File: src/rtl/shift_pipe_pkg.sv
// Shared types and helpers for the pipelined shift/rotate unit.
// Stage boundaries are computed here so the top and the stages agree on layer ownership.
package shift_pkg;

    localparam int OP_W = 3;

    typedef enum logic [OP_W-1:0] {
        OP_SLL = 3'd0,
        OP_SRL = 3'd1,
        OP_SRA = 3'd2,
        OP_ROL = 3'd3,
        OP_ROR = 3'd4
    } shift_op_e;

    // First barrel layer owned by stage s; stage s covers layer_lo(s) .. layer_lo(s+1)-1.
    function automatic int layer_lo(input int s, input int layers, input int stages);
        return (s * layers) / stages;
    endfunction

endpackage

File: src/rtl/shift_pipe_stage.sv
// One register stage of the shift pipeline: applies barrel layers LO..HI-1 and
// registers the result together with the control fields that ride alongside it.
module shift_stage
    import shift_pkg::*;
#(
    parameter int WIDTH = 32,
    parameter int TAG_W = 5,
    parameter int LO    = 0,
    parameter int HI    = 1,
    parameter bit FINAL = 1'b0,
    localparam int SHW  = $clog2(WIDTH)
) (
    input  logic             clk,
    input  logic             rst,
    input  logic             flush,
    input  logic             en,
    input  logic             in_valid,
    input  logic [WIDTH-1:0] in_data,
    input  logic [OP_W-1:0]  in_op,
    input  logic             in_word,
    input  logic             in_fill,
    input  logic [SHW-1:0]   in_shamt,
    input  logic [TAG_W-1:0] in_tag,
    output logic             out_valid,
    output logic [WIDTH-1:0] out_data,
    output logic [OP_W-1:0]  out_op,
    output logic             out_word,
    output logic             out_fill,
    output logic [SHW-1:0]   out_shamt,
    output logic [TAG_W-1:0] out_tag
);

    function automatic logic [WIDTH-1:0] apply_layer(
        input logic [WIDTH-1:0] d,
        input logic [OP_W-1:0]  op,
        input logic             word,
        input logic             fill,
        input int               k
    );
        int               amt;
        logic [31:0]      lo;
        logic [WIDTH-1:0] ones;
        logic [WIDTH-1:0] r;
        amt  = 1 << k;
        lo   = d[31:0];
        ones = '1;
        r    = d;
        case (shift_op_e'(op))
            OP_SLL: r = d << amt;
            OP_SRL, OP_SRA: r = (d >> amt) | (fill ? ~(ones >> amt) : '0);
            // Word rotates wrap inside the low 32 bits; upper bits are rebuilt at the end.
            OP_ROL: begin
                if (word) begin
                    r = '0;
                    r[31:0] = (lo << amt) | (lo >> (32 - amt));
                end else begin
                    r = (d << amt) | (d >> (WIDTH - amt));
                end
            end
            OP_ROR: begin
                if (word) begin
                    r = '0;
                    r[31:0] = (lo >> amt) | (lo << (32 - amt));
                end else begin
                    r = (d >> amt) | (d << (WIDTH - amt));
                end
            end
            default: r = d;
        endcase
        return r;
    endfunction

    logic [WIDTH-1:0] shifted;

    always_comb begin
        shifted = in_data;
        for (int k = LO; k < HI; k++) begin
            if (in_shamt[k]) begin
                shifted = apply_layer(shifted, in_op, in_word, in_fill, k);
            end
        end
        if (FINAL && in_word) begin
            for (int i = 32; i < WIDTH; i++) begin
                shifted[i] = shifted[31];
            end
        end
    end

    always_ff @(posedge clk) begin
        if (rst) begin
            out_valid <= 1'b0;
            out_data  <= '0;
            out_op    <= '0;
            out_word  <= 1'b0;
            out_fill  <= 1'b0;
            out_shamt <= '0;
            out_tag   <= '0;
        end else begin
            if (flush) begin
                out_valid <= 1'b0;
            end else if (en) begin
                out_valid <= in_valid;
            end
            if (en) begin
                out_data  <= shifted;
                out_op    <= in_op;
                out_word  <= in_word;
                out_fill  <= in_fill;
                out_shamt <= in_shamt;
                out_tag   <= in_tag;
            end
        end
    end

endmodule

File: src/rtl/shift_pipe.sv
// Elastic pipelined shift/rotate unit: SLL/SRL/SRA/ROL/ROR with optional RV64 word forms,
// barrel layers spread over STAGES register stages, valid/ready in and out, flush for mispredicts.
module shift_pipe
    import shift_pkg::*;
#(
    parameter int WIDTH    = 32,
    parameter int STAGES   = 2,
    parameter int TAG_W    = 5,
    parameter bit HAS_WORD = 1'b0
) (
    input  logic             clk,
    input  logic             rst,
    input  logic             flush,
    input  logic             in_valid,
    output logic             in_ready,
    input  logic [WIDTH-1:0] in_data,
    input  logic [WIDTH-1:0] in_shamt,
    input  logic [OP_W-1:0]  in_op,
    input  logic             in_word,
    input  logic [TAG_W-1:0] in_tag,
    output logic             out_valid,
    input  logic             out_ready,
    output logic [WIDTH-1:0] out_data,
    output logic [TAG_W-1:0] out_tag
);

    localparam int SHW = $clog2(WIDTH);

    // Handshake: a transfer happens on an edge where valid & ready are both high.
    // The whole pipe advances when the output slot is empty or being taken (no bubble
    // compression); in_ready is that advance term masked by flush and never looks at in_valid.
    logic adv;
    assign adv      = !out_valid || out_ready;
    assign in_ready = adv && !flush;

    logic             sv     [STAGES+1];
    logic [WIDTH-1:0] sd     [STAGES+1];
    logic [OP_W-1:0]  sop    [STAGES+1];
    logic             sword  [STAGES+1];
    logic             sfill  [STAGES+1];
    logic [SHW-1:0]   sshamt [STAGES+1];
    logic [TAG_W-1:0] stag   [STAGES+1];

    logic is_word;
    logic is_sra;
    logic is_legal;

    always_comb begin
        is_word  = HAS_WORD && in_word;
        is_sra   = (in_op == OP_SRA);
        is_legal = (in_op <= OP_ROR);

        sv[0]     = in_valid && in_ready;
        sop[0]    = in_op;
        sword[0]  = is_word;
        stag[0]   = in_tag;
        sd[0]     = in_data;
        sshamt[0] = in_shamt[SHW-1:0];
        sfill[0]  = is_sra && (is_word ? in_data[31] : in_data[WIDTH-1]);

        // Word ops see a 32-bit operand whose upper half already holds the right-shift fill.
        if (is_word) begin
            for (int i = 32; i < WIDTH; i++) begin
                sd[0][i] = is_sra && in_data[31];
            end
            for (int i = 5; i < SHW; i++) begin
                sshamt[0][i] = 1'b0;
            end
        end

        if (!is_legal) begin
            sd[0]    = '0;
            sfill[0] = 1'b0;
        end
    end

    for (genvar s = 0; s < STAGES; s++) begin : g_stage
        shift_stage #(
            .WIDTH (WIDTH),
            .TAG_W (TAG_W),
            .LO    (layer_lo(s, SHW, STAGES)),
            .HI    (layer_lo(s + 1, SHW, STAGES)),
            .FINAL (s == STAGES - 1)
        ) u_stage (
            .clk       (clk),
            .rst       (rst),
            .flush     (flush),
            .en        (adv),
            .in_valid  (sv[s]),
            .in_data   (sd[s]),
            .in_op     (sop[s]),
            .in_word   (sword[s]),
            .in_fill   (sfill[s]),
            .in_shamt  (sshamt[s]),
            .in_tag    (stag[s]),
            .out_valid (sv[s+1]),
            .out_data  (sd[s+1]),
            .out_op    (sop[s+1]),
            .out_word  (sword[s+1]),
            .out_fill  (sfill[s+1]),
            .out_shamt (sshamt[s+1]),
            .out_tag   (stag[s+1])
        );
    end

    assign out_valid = sv[STAGES];
    assign out_data  = sd[STAGES];
    assign out_tag   = stag[STAGES];

    // Control fields leaving the last stage and the ignored high shamt bits have no consumer.
    logic unused_bits;
    assign unused_bits = ^{in_shamt[WIDTH-1:SHW], sop[STAGES], sword[STAGES],
                           sfill[STAGES], sshamt[STAGES]};

endmodule
File: config.mk
export PLATFORM = sky130hd
export DESIGN_NAME = shift_pipe
export DESIGN_NICKNAME = d
export VERILOG_FILES = /design/src/rtl/shift_pipe_pkg.sv /design/src/rtl/shift_pipe_stage.sv /design/src/rtl/shift_pipe.sv
export SDC_FILE = /design/constraint.sdc
export NUM_CORES = 1
export LEC_CHECK = 0
export CAP_MARGIN = 10
export CORE_UTILIZATION = 55
export CTS_CLUSTER_DIAMETER = 40
export DETAILED_ROUTE_END_ITERATION = 16
export PLACE_DENSITY = 0.81
export SKIP_CTS_REPAIR_TIMING = 1
export SLEW_MARGIN = 10
export SYNTH_ARGS = -nofsm -noshare
export SYNTH_HDL_FRONTEND = slang
export SYNTH_SLANG_ARGS = --single-unit
File: constraint.sdc
create_clock -name clk -period 3.3 [get_ports clk]
set_clock_uncertainty 0.15 [all_clocks]
set_input_delay 0.66 -clock clk [delete_from_list [all_inputs] [get_ports clk]]
set_output_delay 0.66 -clock clk [all_outputs]
set_load 0.05 [all_outputs]
# Yosys cells after proc, flatten, opt, wreduce, memory -nomap -nowiden

Cells that the tools add are included.

Register bits after elaboration: 85
Input bits: 78
Output and inout port bits: 39
Word-level logic and storage cells: 61

Order comparisons: 1
Equality and inequality tests: 8
Mux-type cells: 17
Bitwise gates (word level): 14
Reductions and logical operators: 12

Operator list:

| kind                                                   | number |
|---|---|
| case mux 32 bit (4 select lines)                       | 4 |
| two-way mux 32 bit                                     | 11 |
| case mux 32 bit (3 select lines)                       | 1 |
| OR 24 x 32 -> 32 bit                                   | 2 |
| OR 28 x 32 -> 32 bit                                   | 2 |
| OR 30 x 32 -> 32 bit                                   | 2 |
| OR 31 x 32 -> 32 bit                                   | 2 |
| OR 16 x 32 -> 32 bit                                   | 1 |
| OR 32 x 1 -> 32 bit                                    | 1 |
| OR 32 x 16 -> 32 bit                                   | 1 |
| OR 32 x 2 -> 32 bit                                    | 1 |
| OR 32 x 4 -> 32 bit                                    | 1 |
| OR 32 x 8 -> 32 bit                                    | 1 |
| equality test 3 x 2 -> 1 bit (second input constant)   | 4 |
| OR reduction 2 bit                                     | 4 |
| equality test 3 x 1 -> 1 bit (second input constant)   | 2 |
| equality test 3 bit (second input constant)            | 2 |
| zero test 3 bit                                        | 2 |
| less-or-equal comparator 3 bit (second input constant) | 1 |
| logical AND 1 bit                                      | 3 |
| zero test 1 bit                                        | 2 |
| logical OR 1 bit                                       | 1 |
| two-way mux 1 bit                                      | 1 |

# Depth between registers and ports, before layout

Gate-level depths: netlist (run 1).

Depth after elaboration: 10
Gate-level depth with buffers: 10
Depth with buffers taken out: 6

# Modules after synthesis

A second synthesis (run 1) with hierarchy kept.

Cells, all modules: 1181
Area, all modules: 9095.0 µm²

By module, submodules not included:

| module                            | times used | cells each | area an instance (µm²) | sequential area each (µm²) |
|---|---|---|---|---|
| shift_stage at g_stage[0].u_stage | 1          | 600        | 4491.8                 | 960.9 |
| shift_stage at g_stage[1].u_stage | 1          | 539        | 4317.9                 | 960.9 |
| shift_pipe                        | 1          | 42         | 285.3                  | 0.0 |

# Least setup slack after synthesis (run 1)

No wires, ideal clock.

Path kind: input -> output
From: input port out_ready
To: output port in_ready
Arrival: 1.760 ns
Required time: 2.490 ns
Slack: 0.730 ns
Stages on the path: 4
Path buffers: 2
Cells stage by stage: nor2b_1 > clkbuf_1 > clkbuf_1 > nor2_1

Cells in the longest elaborated chain, start to end: 2

RTL lines:

| item              | line             | RTL |
|---|---|---|
| start, declared   | shift_pipe.sv:22 | `input logic out_ready,` |
| logical OR 1 bit  | shift_pipe.sv:33 | `assign adv = !out_valid \|\| out_ready;` |
| logical AND 1 bit | shift_pipe.sv:34 | `assign in_ready = adv && !flush;` |
| end, declared     | shift_pipe.sv:15 | `output logic in_ready,` |

No other way between the ends.

# Worst setup path in the final report (run 1)

From: register g_stage[0].u_stage.out_op[0]
To: register g_stage[1].u_stage.out_data[31]

Cells in the longest elaborated chain, start to end: 10
Elaborated cells between the ends (all ways): 17
Classes of those cells: 4 x eq/ne; 6 x mux; 4 x bitwise; 3 x reduce/logical

RTL lines:

| item                                                                         | line                    | RTL |
|---|---|---|
| start, declared                                                              | shift_pipe_stage.sv:26  | `output logic [OP_W-1:0] out_op,` |
| start signal, assigned                                                       | shift_pipe_stage.sv:106 | `out_op <= in_op;` |
| equality test 3 x 1 -> 1 bit or equality test 3 x 2 -> 1 bit (tied branches) | shift_pipe_stage.sv:48  | `case (shift_op_e'(op))` |
| OR reduction 2 bit                                                           | shift_pipe_stage.sv:48  |  |
| case mux 32 bit (4 select lines)                                             | shift_pipe_stage.sv:48  |  |
| two-way mux 32 bit                                                           | shift_pipe_stage.sv:78  | `if (in_shamt[k]) begin` |
| OR 24 x 32 -> 32 bit, or another cell as far along                           | n/a                     |  |
| case mux 32 bit (4 select lines)                                             | shift_pipe_stage.sv:48  |  |
| two-way mux 32 bit                                                           | shift_pipe_stage.sv:78  |  |
| OR 32 x 16 -> 32 bit                                                         | n/a                     |  |
| case mux 32 bit (3 select lines)                                             | shift_pipe_stage.sv:48  |  |
| two-way mux 32 bit *                                                         | shift_pipe_stage.sv:78  |  |
| end signal, assigned                                                         | shift_pipe_stage.sv:105 | `out_data <= shifted;` |
| end, declared                                                                | shift_pipe_stage.sv:25  | `output logic [WIDTH-1:0] out_data,` |

Mark *: on every way between the ends. The rest lies on a longest branch, timed or not.
A chain may end at the register's enable or synchronous reset.

==> results of run 1 <==
==> through the flow <==
step | std cells | util (%)
6_report | 1254 | 67.6
5_1_grt | 1254 | 67.6
4_1_cts | 1254 | 67.6
3_5_place_dp | 1238 | 65.2
3_3_place_gp | 1238 | 65.2
2_1_floorplan | 1010 | -
==> power groups by stage <==
stage	logic (mW)	registers, mW	clock network (mW)
2_1_floorplan	0.718	1.30	0
3_5_place_dp	1.25	1.22	0
3_3_place_gp	1.24	1.21	0
4_1_cts	1.25	1.19	1.09
6_report	1.29	1.20	1.08
5_1_grt	1.36	1.21	1.14
==> worst max-delay path: stages, from the launching register on <==
cell,delay (ns)
dfxtp_1,0.51
buf_12,0.26
o21ai_2,0.26
buf_4,0.24
and2_1,0.37
nor2_1,0.11
a211oi_1,0.34
o21ai_0,0.18
a2111oi_0,0.44
==> final cells by class <==
cell class / instances / area [um2]
multi-input cells: 807 / 5210
flip-flops and latches: 83 / 1660
clock buffers: 9 / 225
clock inverters: 7 / 90.1
fillers: 1178 / 4270
repair buffers: 153 / 1440
well taps: 176 / 220
inverters: 19 / 71.3
==> placed cells by master (no fill, tap or decap), drive strengths merged, types with 15 or more instances in the layout <==
master	netlist	routed
nand2	113	113
nor2	96	96
o21ai	96	96
clkdlybuf4s50	0	86
dfxtp	83	83
a21oi	80	80
buf	44	67
mux2i	53	53
o22ai	34	34
a22oi	31	31
a211oi	27	27
nand3	24	24
inv	17	22
a221oi	19	19
a31oi	16	16
a22o	15	15
==> sequential cells by signal (all words and copies together), names as in the netlist <==
signal and cells:
g_stage.u_stage.out_shamt 3, g_stage.u_stage.out_fill 1, g_stage.u_stage.out_data 64, g_stage.u_stage.out_op 3
g_stage.u_stage.out_tag 10, g_stage.u_stage.out_valid 2
==> logic make-up (layout without fill, tap and decap cells) <==
group                      count (synthesis)  after routing
and+or+nand+nor                          302            302
DFF                                       83             83
xor gates and xnor gates                   6              6
buffers and inverters                    120            188
adders and majority gates                  2              2
muxes                                     57             57
AOI/OAI and AO/OA                        440            440
==> layer usage <==
layer | wire, um | vias to the layer above | track usage [%]
li1 | - | 3992 | -
met4 | 1110 | 0 | 16.8
met5 | 0 | - | 0
met1 | 11400 | 4113 | 54.3
met3 | 3050 | 97 | 6.83
met2 | 11600 | 599 | 57.2
==> worst min path at each step <==
stage / startpoint / endpoint / slack, ns
after floorplan: g_stage[0].u_stage.out_tag[0]$_SDFFE_PP0N_ / g_stage[0].u_stage.out_tag[0]$_SDFFE_PP0N_ / 0.28
after global placement: g_stage[1].u_stage.out_data[3]$_SDFFE_PP0N_ / g_stage[1].u_stage.out_data[3]$_SDFFE_PP0N_ / 0.29
after detailed placement: g_stage[1].u_stage.out_data[3]$_SDFFE_PP0N_ / g_stage[1].u_stage.out_data[3]$_SDFFE_PP0N_ / 0.29
after CTS: g_stage[0].u_stage.out_tag[1]$_SDFFE_PP0N_ / g_stage[0].u_stage.out_tag[1]$_SDFFE_PP0N_ / 0.30
after global routing: g_stage[0].u_stage.out_tag[3]$_SDFFE_PP0N_ / g_stage[0].u_stage.out_tag[3]$_SDFFE_PP0N_ / 0.33
final: g_stage[0].u_stage.out_tag[1]$_SDFFE_PP0N_ / g_stage[0].u_stage.out_tag[1]$_SDFFE_PP0N_ / 0.30
==> synth_stat cells, types with 8 or more instances <==
cell type | count | area [um2]
clkbuf_1 | 56 | 210
o221a_2 | 13 | 146
o21ai_0 | 87 | 435
buf_2 | 19 | 95.1
a221oi_1 | 18 | 158
a211oi_1 | 24 | 180
a31oi_1 | 16 | 100
nor2_1 | 95 | 357
inv_1 | 17 | 63.8
o221ai_1 | 13 | 114
a22oi_1 | 31 | 233
a21o_1 | 10 | 75.1
a21oi_1 | 80 | 400
o211a_1 | 8 | 80.1
dfxtp_1 | 83 | 1660
nand2_1 | 113 | 424
buf_4 | 14 | 105
nand3_1 | 24 | 120
mux2i_1 | 53 | 531
o22ai_1 | 34 | 213
nor2b_1 | 8 | 50.1
a22o_1 | 15 | 131
o32ai_1 | 11 | 96.3
==> flow_summary.json, run 1 <==
{
  "grt_start_max_net_pins": 87,
  "start_util_pct": 56.2,
  "clock_sinks": 83,
  "r2r_start": "g_stage[0].u_stage.out_op[0]$_SDFFE_PP0N_",
  "clockPowerShare_pct": 30.2,
  "die_h_um": 118,
  "final_layout_size_suffix_gt1_share_pct": 11.9,
  "grt_overflow_total": 0,
  "synth-simple-area-share_pct": 18.9,
  "worstPathArrival_ns": 3.07,
  "detailedPlace.worstSlack_ns": 0.194,
  "num_vias": 8801,
  "synth_cell_types": 82,
  "rrSetupSlack_ns": 0.32,
  "ys_ff_latch": 83,
  "synth-xor-area-share_pct": 1.42,
  "grtUsageTotal_pct": 38.6,
  "crit_type": "reg2reg",
  "cts_buffer_depth": 2,
  "max_freq_mhz": 335,
  "port_buffers": 88,
  "core_um2": 13200,
  "place_area_um2": 8600,
  "total_power_mw": 3.56,
  "synth_compound_area_share_pct": 41.7,
  "period_minus_slack_ns": 2.98,
  "hold_viol_final": 0,
  "setup_viol": 0,
  "r2r-end": "g_stage[1].u_stage.out_data[31]$_SDFFE_PP0N_",
  "grt_pass1_wl_um": 42600,
  "grt_pass1_vias": 7792,
  "drc_errors": 0,
  "die_area_um2": 14000,
  "antenna_cells": 0,
  "cts_max_level": 3,
  "power_density_nw_per_um2": 400,
  "clkLatencyLatePin_ns": 0.35,
  "p_leak_nw": 3.36,
  "floorplan.die.width_um": 118,
  "critPathRequiredTime_ns": 3.39,
  "fin_nets": 1151,
  "cap_violations": 0,
  "place.gp.congestion": 1.04,
  "cts-root-buf": "clkbuf_16",
  "io_pins": 117,
  "cts_buffers": 9,
  "swShare_pct": 38.3,
  "p_int_mw": 2.20,
  "start_kind": "flip-flop",
  "rows": 42,
  "ant_nets": 0,
  "cp-end-kind": "flip-flop",
  "worst_slew_pin_slew_ns": 0.909,
  "syn_area_um2": 7420,
  "yosys-mux-area-fraction_pct": 7.76,
  "antenna_found_initial": 0,
  "viasPerCell": 7.02,
  "p_seq_share_pct": 33.7,
  "drt_wl_total_um": 27100,
  "cp-endpoint": "g_stage[1].u_stage.out_data[31]$_SDFFE_PP0N_",
  "power_frac_comb_pct": 36.1,
  "hpwlAfterDp_um": 20300,
  "crit_fanout": 16,
  "ys_seq_area_share_pct": 22.4,
  "design_area_um2": 8920,
  "drtIter0Drc": 1326,
  "syn_nets": 1088,
  "cts_tree": "built",
  "synth.avg_cell_area_um2": 7.34,
  "hp-class": "reg2reg",
  "finalCritPeriodShare_pct": 90.4,
  "synth_edf_count": 0,
  "netlist_instances": 1010,
  "synth_top_family_by_area": "compound AO/OA/AOI/OAI gates",
  "cp-startpoint": "g_stage[0].u_stage.out_op[0]$_SDFFE_PP0N_",
  "worst_slack_ns": 0.317,
  "fin_hold_ws_ns": 0.302,
  "yosys_warnings": 0,
  "ys_async_sr_fraction_pct": 0,
  "rsz0062_at_grt": "no",
  "slew_viol_final": 0,
  "ir_drop_mv": 0.242,
  "setup_tns_ns": 0,
  "synth_ff_type": "dfxtp_1",
  "dr.pass1.iters": 5,
  "switchingPower_mw": 1.36,
  "relSlewSlack_pct": 38.7,
  "path_clk_slew_ns": 0.07,
  "status": "finished, final reports clean",
  "r2r_cells": 8,
  "synth_fa_ha_area_share_pct": 0.270,
  "min_path_cells": 2,
  "area_growth_pct": 20.3,
  "wl_per_cell_um": 21.6
}
Note: power is estimated with default switching activity, not from simulation.
==> run 2: changes to the inputs <==
--- a/config.mk
+++ b/config.mk
@@ -5,7 +5,7 @@
 export SDC_FILE = /design/constraint.sdc
 export NUM_CORES = 1
 export LEC_CHECK = 0
-export CAP_MARGIN = 10
+export CAP_MARGIN = 25
 export CORE_UTILIZATION = 55
 export CTS_CLUSTER_DIAMETER = 40
 export DETAILED_ROUTE_END_ITERATION = 16
==> results of run 2 <==
No change in the layout: final DEF, timing and power equal those of run 1.
==> run 3: changes to the inputs <==
--- a/config.mk
+++ b/config.mk
@@ -9,7 +9,7 @@
 export CORE_UTILIZATION = 55
 export CTS_CLUSTER_DIAMETER = 40
 export DETAILED_ROUTE_END_ITERATION = 16
-export PLACE_DENSITY = 0.81
+export PLACE_DENSITY = 0.79
 export SKIP_CTS_REPAIR_TIMING = 1
 export SLEW_MARGIN = 10
 export SYNTH_ARGS = -nofsm -noshare
==> flow_summary.json, run 3 (synthesis results as in run 1) <==
{
  "io_pins": 117,
  "relSlewSlack_pct": 34.0,
  "die_h_um": 118,
  "crit_chain": "buf_4, nor2_1, o21ai_1, o32ai_1, o31ai_1, a21o_1",
  "seqCellArea_um2": 1660,
  "area_growth_pct": 20.6,
  "multi_input_area_um2": 5210,
  "max_freq_mhz": 320,
  "worst_slew_pin_slew_ns": 0.986,
  "use_met1_pct": 55.6,
  "reg_top3": "g_stage.u_stage.out_data: 64 flops, g_stage.u_stage.out_tag: 10 flops",
  "wl_per_cell_um": 22.5,
  "grt_pass1_vias": 8125,
  "r2r_cells": 6,
  "num_vias": 8932,
  "cts_buffers": 9,
  "final_common_cell": "nand2_1",
  "instances_no_fill": 1263,
  "viasPerCell": 7.07,
  "slew_viol_final": 0,
  "period_minus_slack_ns": 3.12,
  "rsz0062_at_grt": "no",
  "top_register": "g_stage.u_stage.out_data",
  "start_kind": "flip-flop",
  "cts_tree": "built",
  "min_path_cells": 2,
  "ant_nets": 0,
  "place.gp.congestion": 1.06,
  "status": "finished, final reports clean",
  "critPathRequiredTime_ns": 3.40,
  "final_cell_mix": "nand2_1 (113), nor2_1 (95), o21ai_0 (87)",
  "core_um2": 13200,
  "slowest_stage": "o32ai_1",
  "cts_max_level": 3,
  "start_util_pct": 56.2,
  "cp-end-kind": "flip-flop",
  "cts-root-buf": "clkbuf_16",
  "clock_sinks": 83,
  "place_inst": 1247,
  "crit_type": "reg2reg",
  "finalCritPeriodShare_pct": 94.6,
  "floorplan.die.width_um": 118,
  "antenna_cells": 0,
  "top_usage_layer": "met2",
  "met3_usage_pct": 10.2,
  "cp_slowest_stage_delay_ns": 0.70,
  "path_clk_slew_ns": 0.07,
  "die_area_um2": 14000,
  "drtIter0Drc": 1543,
  "ir_drop_mv": 0.291,
  "cts_buffer_depth": 2,
  "p_leak_nw": 3.38,
  "drc_errors": 0,
  "grt_start_max_net_pins": 69,
  "rows": 42,
  "hp-class": "reg2reg",
  "largest_register_ff_count": 64,
  "worstPathArrival_ns": 3.23,
  "drt_wl_total_um": 28500,
  "port_buffers": 88,
  "crit_fanout": 21,
  "grt_pass1_wl_um": 45000,
  "fin_nets": 1160,
  "setup_viol": 0,
  "met2_usage_pct": 60.4,
  "dr.pass1.iters": 8,
  "grtUsageTotal_pct": 40.8,
  "clkLatencyLatePin_ns": 0.36,
  "final_layout_size_suffix_gt1_share_pct": 12.6,
  "hold_viol_final": 0,
  "num-fill-cells": 1166,
  "hpwlAfterDp_um": 21500,
  "antenna_found_initial": 0,
  "cap_violations": 0,
  "grt_overflow_total": 0,
  "power_density_nw_per_um2": 403,
  "setup_tns_ns": 0
}
[run 3: cell count changes in the layout (fill, tap and decap cells not counted)]
cell	before	now
buf_4	60	73
clkinv_8	0	1
clkinv_4	1	2
buf_12	6	2
inv_8	3	2
inv_6	2	1
[run 3: path summary, 6_finish.rpt]
path,from,end,slack (ns)
setup / recovery,g_stage[0].u_stage.out_op[1]$_SDFFE_PP0N_,g_stage[1].u_stage.out_data[10]$_SDFFE_PP0N_,0.18
setup reg to reg,g_stage[0].u_stage.out_op[1]$_SDFFE_PP0N_,g_stage[1].u_stage.out_data[10]$_SDFFE_PP0N_,0.18
hold / removal,g_stage[0].u_stage.out_tag[2]$_SDFFE_PP0N_,g_stage[0].u_stage.out_tag[2]$_SDFFE_PP0N_,0.30
hold reg to reg,g_stage[0].u_stage.out_tag[2]$_SDFFE_PP0N_,g_stage[0].u_stage.out_tag[2]$_SDFFE_PP0N_,0.30
[run 3: final cells by class]
class / instances / share of cell area (%)
tap: 176 / 2.46
inverter: 19 / 0.798
sequential: 83 / 18.6
timing repair buffer: 162 / 16.3
clock inverter: 7 / 1.06
clock buffer: 9 / 2.52
multi-input combinational: 807 / 58.3
[run 3: per-stage QoR]
step                power [mW]  hold WS [ns]  utilization [%]  setup slack [ns]  instance area [um2]
global placement          2.47         0.289             65.4             0.169                 8620
floorplan                 2.01         0.282                -             0.730                 7420
detailed placement        2.47         0.291             65.4             0.160                 8620
global route              3.73         0.330             67.8            0.0798                 8940
CTS                       3.56         0.305             67.8             0.346                 8940
finish                    3.60         0.303             67.8             0.177                 8940
[run 3: routing by layer]
metal  share of wire, %  vias to the layer above
met5                  0                        -
met4                4.4                        0
met3                 11                      103
met2                 43                      608
met1                 41                     4209
li1                   -                     4012
[run 3: where the power goes]
| part | total, mW | internal [mW] | switching (mW) |
|---|---|---|---|
| logic | 1.30 | 0.506 | 0.796 |
| clock network | 1.10 | 0.610 | 0.493 |
| registers | 1.20 | 1.08 | 0.114 |
[run 3: worst max-delay path: cells and delay by family, from the launching register on]
family,cells,cell delay (ns)
buffers and inverters,1,0.28
DFF,1,0.47
AOI/OAI and AO/OA,4,1.47
and+or+nand+nor,1,0.64
